===== src/rtl/frame_packer_if.sv =====
// Pixel stream in, packed BRAM write port and status pulses out.
interface frame_packer_if #(
  parameter int unsigned IMG_WIDTH    = 240,
  parameter int unsigned IMG_HEIGHT   = 320,
  parameter int unsigned PIX_PER_WORD = 6
);
  localparam int unsigned FRAME_WORDS = IMG_HEIGHT * (IMG_WIDTH / PIX_PER_WORD);
  localparam int unsigned ADDR_W      = (FRAME_WORDS > 1) ? $clog2(FRAME_WORDS) : 1;
  localparam int unsigned DATA_W      = 8 * PIX_PER_WORD;

  logic              valid_in;
  logic [7:0]        pixel_in;
  logic              sof_in;
  logic [ADDR_W-1:0] bram_addr_out;
  logic [DATA_W-1:0] bram_din_out;
  logic              bram_we_out;
  logic              busy_out;
  logic              frame_done_out;
  logic              abort_out;

  // Pixel source / BRAM sink side.
  modport master (
    output valid_in, pixel_in, sof_in,
    input  bram_addr_out, bram_din_out, bram_we_out, busy_out, frame_done_out, abort_out
  );

  // Packer side.
  modport slave (
    input  valid_in, pixel_in, sof_in,
    output bram_addr_out, bram_din_out, bram_we_out, busy_out, frame_done_out, abort_out
  );
endinterface


===== src/rtl/frame_packer.sv =====
// Packs a raster 8-bit pixel stream into PIX_PER_WORD-wide BRAM words,
// first pixel of each word in the MSBs, one linear address per word.
module frame_packer #(
  parameter int unsigned IMG_WIDTH    = 240,
  parameter int unsigned IMG_HEIGHT   = 320,
  parameter int unsigned PIX_PER_WORD = 6
) (
  input  logic          clk_in,
  input  logic          rst_in,
  frame_packer_if.slave bus
);
  localparam int unsigned WORDS_PER_ROW = IMG_WIDTH / PIX_PER_WORD;
  localparam int unsigned FRAME_WORDS   = IMG_HEIGHT * WORDS_PER_ROW;
  localparam int unsigned ADDR_W        = (FRAME_WORDS > 1) ? $clog2(FRAME_WORDS) : 1;
  localparam int unsigned DATA_W        = 8 * PIX_PER_WORD;
  localparam int unsigned SLOT_W        = (PIX_PER_WORD > 1) ? $clog2(PIX_PER_WORD) : 1;
  localparam int unsigned WORD_W        = (WORDS_PER_ROW > 1) ? $clog2(WORDS_PER_ROW) : 1;
  localparam int unsigned ROW_W         = (IMG_HEIGHT > 1) ? $clog2(IMG_HEIGHT) : 1;

  localparam logic [SLOT_W-1:0] SLOT_LAST = SLOT_W'(PIX_PER_WORD - 1);
  localparam logic [WORD_W-1:0] WORD_LAST = WORD_W'(WORDS_PER_ROW - 1);
  localparam logic [ROW_W-1:0]  ROW_LAST  = ROW_W'(IMG_HEIGHT - 1);

  typedef enum logic [0:0] {IDLE, PACK} state_t;

  state_t            state_q, state_d;
  logic [SLOT_W-1:0] slot_q, slot_d;
  logic [WORD_W-1:0] word_q, word_d;
  logic [ROW_W-1:0]  row_q, row_d;
  logic [ADDR_W-1:0] addr_q, addr_d;
  logic [DATA_W-1:0] shift_q, shift_d;

  logic [ADDR_W-1:0] addr_out_q, addr_out_d;
  logic [DATA_W-1:0] din_q, din_d;
  logic              we_q, we_d;
  logic              busy_q;
  logic              done_q, done_d;
  logic              abort_q, abort_d;

  logic [DATA_W-1:0] pix_word_c;
  logic              last_pix_c;
  logic              start_c;

  // Next-state logic: frame start/restart, slot/word/row/address stepping, write strobe.
  always_comb begin
    state_d    = state_q;
    slot_d     = slot_q;
    word_d     = word_q;
    row_d      = row_q;
    addr_d     = addr_q;
    shift_d    = shift_q;
    addr_out_d = addr_out_q;
    din_d      = din_q;
    we_d       = 1'b0;
    done_d     = 1'b0;
    abort_d    = 1'b0;

    // Shifting left keeps the earliest pixel of the word in the MSBs once all slots fill.
    pix_word_c = DATA_W'(shift_q << 8) | DATA_W'(bus.pixel_in);
    last_pix_c = (row_q == ROW_LAST) && (word_q == WORD_LAST) && (slot_q == SLOT_LAST);
    // A sof on the final pixel of a frame belongs to that frame, not a restart.
    start_c    = bus.valid_in && bus.sof_in &&
                 ((state_q == IDLE) || ((state_q == PACK) && !last_pix_c));

    case (state_q)
      IDLE: begin
        if (start_c) begin
          state_d = PACK;
          slot_d  = SLOT_W'(1);
          word_d  = '0;
          row_d   = '0;
          addr_d  = '0;
          shift_d = pix_word_c;
        end
      end
      PACK: begin
        if (start_c) begin
          slot_d  = SLOT_W'(1);
          word_d  = '0;
          row_d   = '0;
          addr_d  = '0;
          shift_d = pix_word_c;
          abort_d = 1'b1;
        end else if (bus.valid_in) begin
          shift_d = pix_word_c;
          if (slot_q == SLOT_LAST) begin
            slot_d     = '0;
            we_d       = 1'b1;
            din_d      = pix_word_c;
            addr_out_d = addr_q;
            addr_d     = addr_q + ADDR_W'(1);
            if (word_q == WORD_LAST) begin
              word_d = '0;
              row_d  = row_q + ROW_W'(1);
            end else begin
              word_d = word_q + WORD_W'(1);
            end
            if (last_pix_c) begin
              state_d = IDLE;
              done_d  = 1'b1;
              row_d   = '0;
              addr_d  = '0;
            end
          end else begin
            slot_d = slot_q + SLOT_W'(1);
          end
        end
      end
      default: state_d = IDLE;
    endcase
  end

  // State, counters and registered outputs; reset drops any partial word silently.
  always_ff @(posedge clk_in or posedge rst_in) begin
    if (rst_in) begin
      state_q    <= IDLE;
      slot_q     <= '0;
      word_q     <= '0;
      row_q      <= '0;
      addr_q     <= '0;
      shift_q    <= '0;
      addr_out_q <= '0;
      din_q      <= '0;
      we_q       <= 1'b0;
      busy_q     <= 1'b0;
      done_q     <= 1'b0;
      abort_q    <= 1'b0;
    end else begin
      state_q    <= state_d;
      slot_q     <= slot_d;
      word_q     <= word_d;
      row_q      <= row_d;
      addr_q     <= addr_d;
      shift_q    <= shift_d;
      addr_out_q <= addr_out_d;
      din_q      <= din_d;
      we_q       <= we_d;
      busy_q     <= (state_d == PACK);
      done_q     <= done_d;
      abort_q    <= abort_d;
    end
  end

  assign bus.bram_addr_out  = addr_out_q;
  assign bus.bram_din_out   = din_q;
  assign bus.bram_we_out    = we_q;
  assign bus.busy_out       = busy_q;
  assign bus.frame_done_out = done_q;
  assign bus.abort_out      = abort_q;
endmodule


===== src/flat_wrapper.sv =====
// flat-port wrapper written by rule: the top's interface ports become plain ports
module frame_packer_flat 
#(
  parameter int unsigned IMG_WIDTH    = 240,
  parameter int unsigned IMG_HEIGHT   = 320,
  parameter int unsigned PIX_PER_WORD = 6
)
  (clk_in, rst_in, bus_valid_in, bus_pixel_in, bus_sof_in, bus_bram_addr_out, bus_bram_din_out, bus_bram_we_out, bus_busy_out, bus_frame_done_out, bus_abort_out);
  frame_packer_if #(.IMG_WIDTH(IMG_WIDTH), .IMG_HEIGHT(IMG_HEIGHT), .PIX_PER_WORD(PIX_PER_WORD)) bus_i ();
  input  logic clk_in;
  input  logic rst_in;
  input wire logic [$bits(bus_i.valid_in)-1:0] bus_valid_in;
  input wire logic [$bits(bus_i.pixel_in)-1:0] bus_pixel_in;
  input wire logic [$bits(bus_i.sof_in)-1:0] bus_sof_in;
  output wire logic [$bits(bus_i.bram_addr_out)-1:0] bus_bram_addr_out;
  output wire logic [$bits(bus_i.bram_din_out)-1:0] bus_bram_din_out;
  output wire logic [$bits(bus_i.bram_we_out)-1:0] bus_bram_we_out;
  output wire logic [$bits(bus_i.busy_out)-1:0] bus_busy_out;
  output wire logic [$bits(bus_i.frame_done_out)-1:0] bus_frame_done_out;
  output wire logic [$bits(bus_i.abort_out)-1:0] bus_abort_out;
  assign bus_i.valid_in = bus_valid_in;
  assign bus_i.pixel_in = bus_pixel_in;
  assign bus_i.sof_in = bus_sof_in;
  assign bus_bram_addr_out = bus_i.bram_addr_out;
  assign bus_bram_din_out = bus_i.bram_din_out;
  assign bus_bram_we_out = bus_i.bram_we_out;
  assign bus_busy_out = bus_i.busy_out;
  assign bus_frame_done_out = bus_i.frame_done_out;
  assign bus_abort_out = bus_i.abort_out;
  frame_packer #(.IMG_WIDTH(IMG_WIDTH), .IMG_HEIGHT(IMG_HEIGHT), .PIX_PER_WORD(PIX_PER_WORD)) u_core (.clk_in(clk_in), .rst_in(rst_in), .bus(bus_i));
endmodule

===== config.mk =====
export PLATFORM = sky130hd
export DESIGN_NAME = frame_packer_flat
export DESIGN_NICKNAME = d
export VERILOG_FILES = /design/src/rtl/frame_packer_if.sv /design/src/rtl/frame_packer.sv /design/src/flat_wrapper.sv
export SDC_FILE = /design/constraint.sdc
export NUM_CORES = 1
export LEC_CHECK = 0
export ABC_AREA = 0
export BUFFER_PORTS_ARGS = -buffer_cell sky130_fd_sc_hd__buf_4
export CELL_PAD_IN_SITES_DETAIL_PLACEMENT = 1
export CELL_PAD_IN_SITES_GLOBAL_PLACEMENT = 2
export CORE_ASPECT_RATIO = 1.4
export CORE_MARGIN = 10
export CORE_UTILIZATION = 39
export DETAILED_ROUTE_END_ITERATION = 8
export GPL_ROUTABILITY_DRIVEN = 1
export PLACE_DENSITY_LB_ADDON = 0.05
export SETUP_SLACK_MARGIN = 0.2
export SLEW_MARGIN = 15
export SYNTH_ARGS = -nofsm -noshare
export SYNTH_HDL_FRONTEND = slang
export SYNTH_SLANG_ARGS = --single-unit

===== constraint.sdc =====
create_clock -name clk_in -period 5 [get_ports clk_in]
set_input_delay 0.5 -clock clk_in [delete_from_list [all_inputs] [get_ports clk_in]]
set_output_delay 0.5 -clock clk_in [all_outputs]
set_load 0.01 [all_outputs]

==> metrics.md, run 1 <==
| Metric | Value |
|---|---|
| RSZ-0062 raised after global routing | `false` |
| Crit path required time | `5.30 ns` |
| Mapped Nets | `535` |
| Vias per cell | `5.21` |
| Final hold viol count | `0` |
| Average wire per standard cell | `19.5 microns` |
| GRT Total Usage | `15.0%` |
| Slew Viols, Final | `0` |
| Placed insts | `769` |
| DP HPWL | `10400 microns` |
| Synth Register Bits | `138` |
| Most frequent cells after synthesis | `nand2_1 (145), dfrtp_1 (138), mux2_4 (59)` |
| Ys flop type | `dfrtp_1` |
| Die Wd | `126 microns` |
| Largest net degree at the start of global routing | `103` |
| Vias in the first global route | `4677` |
| Pwr dens | `517 nW/um^2` |
| Cell Area, Synth | `6160 sq um` |
| Pint | `0.00275 W` |
| Area delta synth->final | `20.9%` |
| Outcome | `finished clean` |
| Share of total power in combinational logic | `25.8%` |
| Die area | `21300 sq um` |
| I/O Buffers | `77` |
| Yosys warning count | `0` |
| Critical Path Sink Type | `register` |
| Core footprint | `15500 sq um` |
| Setup Buffers After CTS | `0` |
| Sequential area share after synthesis | `56.1%` |
| Drt drc | `0` |
| Initial antenna violation count | `0` |
| Setup CP Type | `register to register` |
| Final std cells w/o fill | `802` |
| GR Overflow Total | `0` |
| # hold bufs at CTS | `0` |
| Post-synth EDFFs | `0` |
| Ant. Diodes | `0` |
| CP max FO | `38` |
| NetSw | `0.00111 W` |
| Setup Skew | `0.0112 ns` |
| Nets | `608` |
| CP arrival | `3.19 ns` |
| Root Buffer Master | `clkbuf_16` |
| P_leak | `3.61 nW` |
| Detailed Route WL | `15600 microns` |
| Achievable Freq | `346 MHz` |
| Synth area leader | `dfrtp_1` |
| Top post-synthesis cells by area | `dfrtp_1 (56%), mux2_4 (14%), nand2_1 (8.8%)` |
| CP Launch Type | `register` |
| Boundary Pins | `78` |
| Vert. Die Dim | `169 microns` |
| H-tree depth | `4` |
| Maximum VDD drop | `0.273 mV` |
| Yosys top cell area share | `56.1%` |
| Worst Hold Class | `input port to register` |
| Latest clock arrival within the worst-skew pair | `0.42 ns` |
| Netlist cell types | `59` |
| Site Rows | `54` |
| Syn Area/Cell | `11.8 sq um` |
| Clock transition at path regs | `0.06 ns` |
| Most common cell in the netlist | `nand2_1` |
| Sink Count | `138` |
| Fill cells | `1656` |
| Sw frac | `28.7%` |
| Slack of the worst reg-to-reg path | `2.11 ns` |
| Slew @ Worst Pin | `1.03 ns` |
| Period minus WS final | `2.89 ns` |
| Final GP Congestion | `0.806` |
| Final setup violation count | `0` |
| Final worst path period share | `57.8%` |
| CTS Buffer Depth | `2` |
| Clock power share | `32.3%` |
| Initial drt markers | `274` |
| Slew headroom | `31.0%` |
| Setup TNS | `0 ns` |
| Num CTS Buffers | `17` |
| Reg power frac | `41.8%` |
| DRT antenna net count | `0` |
| Share of cells above drive strength 1 | `30.7%` |
| Total number of vias | `4177` |
| Cells after Synth | `520` |
| CTS tree | `built` |
| Maxcap violations | `0` |
| Post-synth ARST share | `100%` |
| Initial core utilization | `39.6%` |
| 1st-pass router iterations | `4` |
| CTS resizes | `0` |
| First-pass GRT wire length | `25900 microns` |
## state kept, by name, indices dropped and copies added (netlist names), 3 cells and up
| register | flops |
|---|---|
| u_core.row_q | 9 |
| u_core.word_q | 6 |
| u_core.addr_q | 14 |
| u_core.bus.bram_din_out | 48 |
| u_core.bus.bram_addr_out | 14 |
| u_core.slot_q | 3 |
| u_core.shift_q | 40 |
## cells in the final DEF (no fill, tap or decap), types with 3 or more instances in the layout
master	count
xnor2_1	4
a31oi_1	5
o2bb2ai_1	5
clkinv_2	4
nor3_1	5
a41oi_1	4
nand2_1	145
o2111ai_1	5
buf_4	82
and3_1	6
nor2_1	9
nand3_1	17
clkbuf_16	17
dfrtp_1	138
ha_1	3
clkinvlp_4	4
inv_1	6
nand4_1	5
a21oi_1	7
xor2_1	4
o21ai_0	7
a2111o_1	3
mux2_2	3
mux2_4	59
and4_1	3
o211ai_1	5
or4_1	4
## per-stage QoR
| stage | cell area, sq um | utilization [%] | hold slack, ns | setup slack [ns] | power (W) |
|---|---|---|---|---|---|
| 4_1_cts | 7420 | 47.8 | 0.267 | 2.06 | 0.00392 |
| 5_1_grt | 7450 | 47.9 | 0.273 | 1.91 | 0.00406 |
| 6_report | 7450 | 47.9 | 0.284 | 2.11 | 0.00385 |
| 3_3_place_gp | 6840 | 44.0 | 0.454 | 2.16 | 0.00262 |
| 3_5_place_dp | 6840 | 44.0 | 0.476 | 2.08 | 0.00266 |
| 2_1_floorplan | 6160 | - | 0.440 | 0.804 | 0.00217 |
## per-layer routing
metal  part of all wire [%]  global-route usage, %
met1                     41                   17.0
met2                     54                   26.5
met3                    3.6                   4.03
met4                    1.5                   5.41
met5                      0                      0
## layout make-up
| class | instances | area [sq um] | area share (%) |
|---|---|---|---|
| clock buffer | 21 | 460 | 6.18 |
| clock inverter | 11 | 119 | 1.60 |
| inverter | 7 | 31.3 | 0.420 |
| multi-input combinational | 345 | 2480 | 33.2 |
| sequential | 138 | 3450 | 46.4 |
| tap | 196 | 245 | 3.29 |
| timing repair buffer | 84 | 663 | 8.90 |
## path summary, 6_finish.rpt
| check | startpoint | to | cells past startpoint |
|---|---|---|---|
| max in group asynchronous | rst_in | u_core.shift_q[21] | 3 |
| max reg2reg | u_core.row_q[0] | u_core.bus.bram_din_out[10] | 6 |
| min reg2reg | u_core.shift_q[32] | u_core.shift_q[32] | 2 |
| max | u_core.row_q[0] | u_core.bus.bram_din_out[10] | 6 |
| min in group asynchronous | rst_in | u_core.bus.bram_din_out[44] | 2 |
| min | bus_pixel_in[6] | u_core.shift_q[6] | 3 |
## critical path, cell delays in order (launching register included)
cell and delay, ns:
dfrtp_1 0.42, ha_1 0.24, nand2_1 0.15, nor4_4 0.51
a31o_4 0.79, buf_12 0.31, mux2_4 0.33
## power groups by stage
stage          clock network, W  registers (W)  logic (W)
3_3_place_gp                  0        0.00162   0.000995
5_1_grt                 0.00132        0.00166    0.00108
2_1_floorplan                 0        0.00166   0.000502
3_5_place_dp                  0        0.00164    0.00102
6_report                0.00125        0.00161   0.000995
4_1_cts                 0.00127        0.00162    0.00102
## cell families after synthesis
logic type | synth area share (%)
AOI/OAI and AO/OA | 7.54
muxes | 15.1
xor gates and xnor gates | 1.14
buffers and inverters | 4.06
DFF | 56.1
and+or+nand+nor | 15.5
adders and majority gates | 0.609
No activity file was read; power rests on OpenSTA's default activity.
==> inputs of run 2 (changes only) <==
--- a/config.mk
+++ b/config.mk
@@ -11,7 +11,7 @@
 export CELL_PAD_IN_SITES_GLOBAL_PLACEMENT = 2
 export CORE_ASPECT_RATIO = 1.4
 export CORE_MARGIN = 10
-export CORE_UTILIZATION = 39
+export CORE_UTILIZATION = 35
 export DETAILED_ROUTE_END_ITERATION = 8
 export GPL_ROUTABILITY_DRIVEN = 1
 export PLACE_DENSITY_LB_ADDON = 0.05
==> constraint.sdc (replaced) <==
create_clock -name clk_in -period 2.4 [get_ports clk_in]
set_input_delay 0.24 -clock clk_in [delete_from_list [all_inputs] [get_ports clk_in]]
set_output_delay 0.24 -clock clk_in [all_outputs]
set_load 0.01 [all_outputs]
==> metrics.md, run 2 (synthesis gave the netlist of run 1 again) <==
| Metric | Value |
|---|---|
| CP cell instances | `or3b_4, or4_1, buf_4, o21ai_0, a41oi_1` |
| Vert. Die Dim | `177 microns` |
| CP Buf/Inv Count | `1` |
| Drt drc | `0` |
| Delay-heaviest family, CP | `simple AND/OR/NAND/NOR gates` |
| Worst Hold Class | `input port to register` |
| Die area | `23400 sq um` |
| RSZ-0062 raised after global routing | `false` |
| Initial core utilization | `35.5%` |
| CTS tree | `built` |
| Largest stage delay, worst path | `0.43 ns` |
| Final hold viol count | `0` |
| Vias per cell | `4.96` |
| Outcome | `finished clean` |
| CP max-delay cell | `dfrtp_1` |
| Setup CP Type | `register to register` |
| First-pass GRT wire length | `26500 microns` |
| Commonest non-fill, non-tap cell in the layout | `nand2_1` |
| Most frequent cells in the layout | `nand2_1 (145), dfrtp_1 (137), buf_4 (92)` |
| Crit path required time | `2.68 ns` |
| H-tree depth | `4` |
| Slew headroom | `44.3%` |
| Slew Viols, Final | `0` |
| DRT antenna net count | `0` |
| Detailed Route WL | `15800 microns` |
| 1st-pass router iterations | `4` |
| Sink Count | `138` |
| Area delta synth->final | `25.3%` |
| Setup Skew | `0.00914 ns` |
| Latest clock arrival within the worst-skew pair | `0.42 ns` |
| Total number of vias | `4248` |
| DP HPWL | `11000 microns` |
| DP Worst Slack | `0.269 ns` |
| Final worst path period share | `85.8%` |
| Nets | `623` |
| CP Launch Type | `register` |
| CTS Buffer Depth | `2` |
| Die Wd | `132 microns` |
| Final setup violation count | `0` |
| Maximum VDD drop | `0.485 mV` |
| Root Buffer Master | `clkbuf_16` |
| CP arrival | `2.33 ns` |
| Slew @ Worst Pin | `0.831 ns` |
| Core footprint | `17300 sq um` |
| Period minus WS final | `2.06 ns` |
| Pwr dens | `1070 nW/um^2` |
| Max reg flops | `48` |
| Setup TNS | `0 ns` |
| Initial antenna violation count | `0` |
| CP max FO | `16` |
| Share of cells above drive strength 1 | `32.4%` |
| Boundary Pins | `78` |
| Average wire per standard cell | `18.5 microns` |
| Initial drt markers | `163` |
| Setup Buffers After CTS | `0` |
| GR Overflow Total | `0` |
| P_leak | `3.70 nW` |
| Vias in the first global route | `4799` |
| Largest net degree at the start of global routing | `62` |
| Critical Path Sink Type | `register` |
| Clock transition at path regs | `0.06 ns` |
| Achievable Freq | `486 MHz` |
| Num CTS Buffers | `17` |
| Site Rows | `57` |
| GRT Total Usage | `14.2%` |
| Final GP Congestion | `0.807` |
| Ant. Diodes | `0` |
| I/O Buffers | `77` |
| Maxcap violations | `0` |
| PnR worst setup slack | `0.340 ns` |
[run 2: cell types whose count changed in the layout (fill, tap and decap cells not counted), sizes merged]
cell | before | now
clkinv | 4 | 2
clkbuf | 21 | 22
dlygate4sd3 | 0 | 1
buf | 84 | 98
inv | 8 | 7
bufinv | 2 | 4
[run 2: routing by layer]
metal / GRT usage (%) / vias to the layer above / share of wire, %
met5: 0 / - / 0
met4: 5.11 / 0 / 1.7
met3: 3.72 / 20 / 3.2
met2: 25.8 / 62 / 55
met1: 15.7 / 2184 / 40
li1: - / 1982 / -
[run 2: through the flow]
step / cell area [sq um] / utilization (%) / hold slack (ns) / total power (W) / std cells
2_1_floorplan: 6160 / - / 0.345 / 0.00451 / 520
3_3_place_gp: 7070 / 40.8 / 0.306 / 0.00551 / 824
3_5_place_dp: 7070 / 40.8 / 0.311 / 0.00556 / 824
4_1_cts: 7700 / 44.5 / 0.00576 / 0.00843 / 857
5_1_grt: 7720 / 44.5 / 0.0292 / 0.00876 / 857
6_report: 7720 / 44.5 / 0.0222 / 0.00826 / 857
[run 2: timing repair]
| item | 4_1_cts | 5_1_grt |
|---|---|---|
| resized for setup | 0 | 3 |
| endpoints found under the setup margin | 0 | 9 |
| endpoints found under the hold margin | 19 | 0 |
| hold buffers | 1 | 0 |
[run 2: final cells by class]
cell class	count	area (sq um)
repair buffers	99	821
fillers	1865	9610
flip-flops and latches	138	3450
inverters	7	30.0
multi-input cells	345	2490
clock buffers	22	464
well taps	236	295
clock inverters	10	165
[run 2: worst reg2reg max path, stage by stage, from the launching register on]
cell	delay, ns
dfrtp_1	0.43
or3b_4	0.43
or4_1	0.42
buf_4	0.22
o21ai_0	0.26
a41oi_1	0.15
[run 2: power breakdown]
group / internal, W / leakage, nW / switching (W)
combinational: 0.00126 / 1.64 / 0.000828
clock: 0.00180 / 0.297 / 0.00101
sequential: 0.00290 / 1.77 / 0.000453
[run 2: worst paths after layout]
kind                       slack [ns]          startpoint  depth (start not counted)                         end
min in group asynchronous        0.42              rst_in                          3  u_core.bus.bram_din_out[1]
min                              0.02     bus_pixel_in[7]                          3           u_core.shift_q[7]
max reg2reg                      0.34     u_core.row_q[6]                          5            u_core.slot_q[0]
max in group asynchronous        1.29              rst_in                          4           u_core.shift_q[1]
min reg2reg                      0.48  u_core.shift_q[35]                          2          u_core.shift_q[35]
max                              0.34     u_core.row_q[6]                          5            u_core.slot_q[0]
==> inputs of run 3 (changes only) <==
--- a/config.mk
+++ b/config.mk
@@ -8,10 +8,10 @@
 export ABC_AREA = 0
 export BUFFER_PORTS_ARGS = -buffer_cell sky130_fd_sc_hd__buf_4
 export CELL_PAD_IN_SITES_DETAIL_PLACEMENT = 1
-export CELL_PAD_IN_SITES_GLOBAL_PLACEMENT = 2
+export CELL_PAD_IN_SITES_GLOBAL_PLACEMENT = 1
 export CORE_ASPECT_RATIO = 1.4
 export CORE_MARGIN = 10
-export CORE_UTILIZATION = 35
+export CORE_UTILIZATION = 42
 export DETAILED_ROUTE_END_ITERATION = 8
 export GPL_ROUTABILITY_DRIVEN = 1
 export PLACE_DENSITY_LB_ADDON = 0.05
==> metrics.md, run 3 (synthesis gave the netlist of run 1 again) <==
| Metric | Value |
|---|---|
| Outcome | `finished, violations left` |
| Violated checks | `negative hold slack` |
| Vias per cell | `5.29` |
| Final Total Pwr | `0.00816 W` |
| Setup Skew | `0.0146 ns` |
| Fill cells | `1571` |
| Die Wd | `122 microns` |
| Worst Hold Class | `input port to async pin` |
| Latest clock arrival within the worst-skew pair | `0.43 ns` |
| Slew @ Worst Pin | `0.785 ns` |
| RSZ-0062 raised after global routing | `false` |
| Commonest non-fill, non-tap cell in the layout | `nand2_1` |
| Slew Viols, Final | `0` |
| Achievable Freq | `474 MHz` |
| CP Launch Type | `register` |
| Setup CP Type | `register to register` |
| P_leak | `3.72 nW` |
| Slew headroom | `47.7%` |
| Area delta synth->final | `24.4%` |
| Boundary Pins | `78` |
| Share of cells above drive strength 1 | `33.2%` |
| Crit path required time | `2.71 ns` |
| Root Buffer Master | `clkbuf_16` |
| Final setup violation count | `0` |
| WHS | `-0.00336 ns` |
| Maximum VDD drop | `0.518 mV` |
| GRT Total Usage | `16.0%` |
| Final GP Congestion | `0.804` |
| GR Overflow Total | `0` |
| DP Worst Slack | `0.226 ns` |
| Maxcap violations | `0` |
| CP max FO | `14` |
| Initial core utilization | `42.6%` |
| PnR worst setup slack | `0.291 ns` |
| Die area | `20000 sq um` |
| Final hold viol count | `5` |
| Critical Path Sink Type | `register` |
| Total number of vias | `4304` |
| Most frequent cells in the layout | `nand2_1 (145), dfrtp_1 (138), buf_4 (96)` |
| Site Rows | `52` |
| Initial antenna violation count | `0` |
| Pwr dens | `1060 nW/um^2` |
| Drt drc | `0` |
| Core footprint | `14400 sq um` |
| DRT antenna net count | `0` |
| Final worst path period share | `87.9%` |
| Nets | `626` |
| CTS tree | `built` |
| Largest net degree at the start of global routing | `139` |
| CTS Buffer Depth | `2` |
| 1st-pass router iterations | `4` |
| Setup TNS | `0 ns` |
| First-pass GRT wire length | `25400 microns` |
| Initial drt markers | `214` |
| DP HPWL | `10500 microns` |
| H-tree depth | `4` |
| Vert. Die Dim | `163 microns` |
| Crit Reg-Reg Startpoint | `u_core.row_q[1]` |
| Clock transition at path regs | `0.06 ns` |
| CP arrival | `2.42 ns` |
| I/O Buffers | `77` |
| Period minus WS final | `2.11 ns` |
| Max reg flops | `48` |
| Detailed Route WL | `15400 microns` |
| Sink Count | `138` |
| Vias in the first global route | `4788` |
| Average wire per standard cell | `18.9 microns` |
| Critical path startpoint | `u_core.row_q[1]` |
| Num CTS Buffers | `17` |
[run 3: cell types whose count changed in the layout (fill, tap and decap cells not counted), moves of 2 or more]
| cell | before | now |
|---|---|---|
| buf_12 | 6 | 2 |
| buf_4 | 92 | 96 |
| clkbuf_1 | 3 | 0 |
| buf_16 | 0 | 2 |
| clkinv_2 | 1 | 3 |
| inv_6 | 1 | 3 |
[run 3: area by class of cell]
type                       count  area [sq um]  share of cell area [%]
antenna                        1          2.50                  0.0326
clock buffer                  18           439                    5.73
clock inverter                14           170                    2.22
inverter                       7          30.0                   0.392
multi-input combinational    345          2480                    32.4
sequential                   138          3450                    45.1
tap                          189           236                    3.09
timing repair buffer         102           851                    11.1
[run 3: per-stage QoR]
step	cell area [sq um]	util, %	std cells
floorplan	6160	-	520
global placement	6960	48.2	776
detailed placement	6960	48.2	776
CTS	7580	52.5	809
global route	7660	53.0	813
finish	7660	53.1	814
[run 3: per-layer routing]
| metal | GRT usage, % | share of wire [%] | vias to the layer above |
|---|---|---|---|
| met2 | 27.8 | 54 | 65 |
| li1 | - | - | 1993 |
| met1 | 17.7 | 40 | 2223 |
| met4 | 6.61 | 2.0 | 0 |
| met5 | 0 | 0 | - |
| met3 | 4.98 | 4.5 | 23 |
[run 3: where the power goes]
group / leakage, nW / total, W / internal [W] / switching [W]
registers: 1.77 / 0.00335 / 0.00290 / 0.000450
logic: 1.65 / 0.00211 / 0.00127 / 0.000837
clock network: 0.289 / 0.00270 / 0.00166 / 0.00104
[run 3: worst max-delay path: stages, from the launching register on]
cell and delay, ns:
dfrtp_1 0.38, ha_2 0.23, nand2_1 0.08, buf_4 0.16, nor4_4 0.27, a31o_4 0.25, buf_12 0.12, buf_16 0.16
mux2_2 0.34
[run 3: final timing paths]
path | end | slack [ns] | cells after the start
setup reg to reg | u_core.bus.bram_addr_out[13] | 0.29 | 8
max in group asynchronous | u_core.row_q[4] | 1.77 | 3
min in group clk_in | u_core.shift_q[1] | 0.02 | 3
hold reg to reg | u_core.shift_q[38] | 0.48 | 2
hold / removal | u_core.slot_q[0] | -0.003 | 3
setup / recovery | u_core.bus.bram_addr_out[13] | 0.29 | 8
[run 3: what timing repair did]
| action | in CTS | in global routing |
|---|---|---|
| buffers inserted | 0 | 3 |
| gates resized for setup | 0 | 4 |
| endpoints found under the hold margin | 1 | 0 |
| setup endpoints to repair | 0 | 47 |
| hold buffers | 1 | 0 |
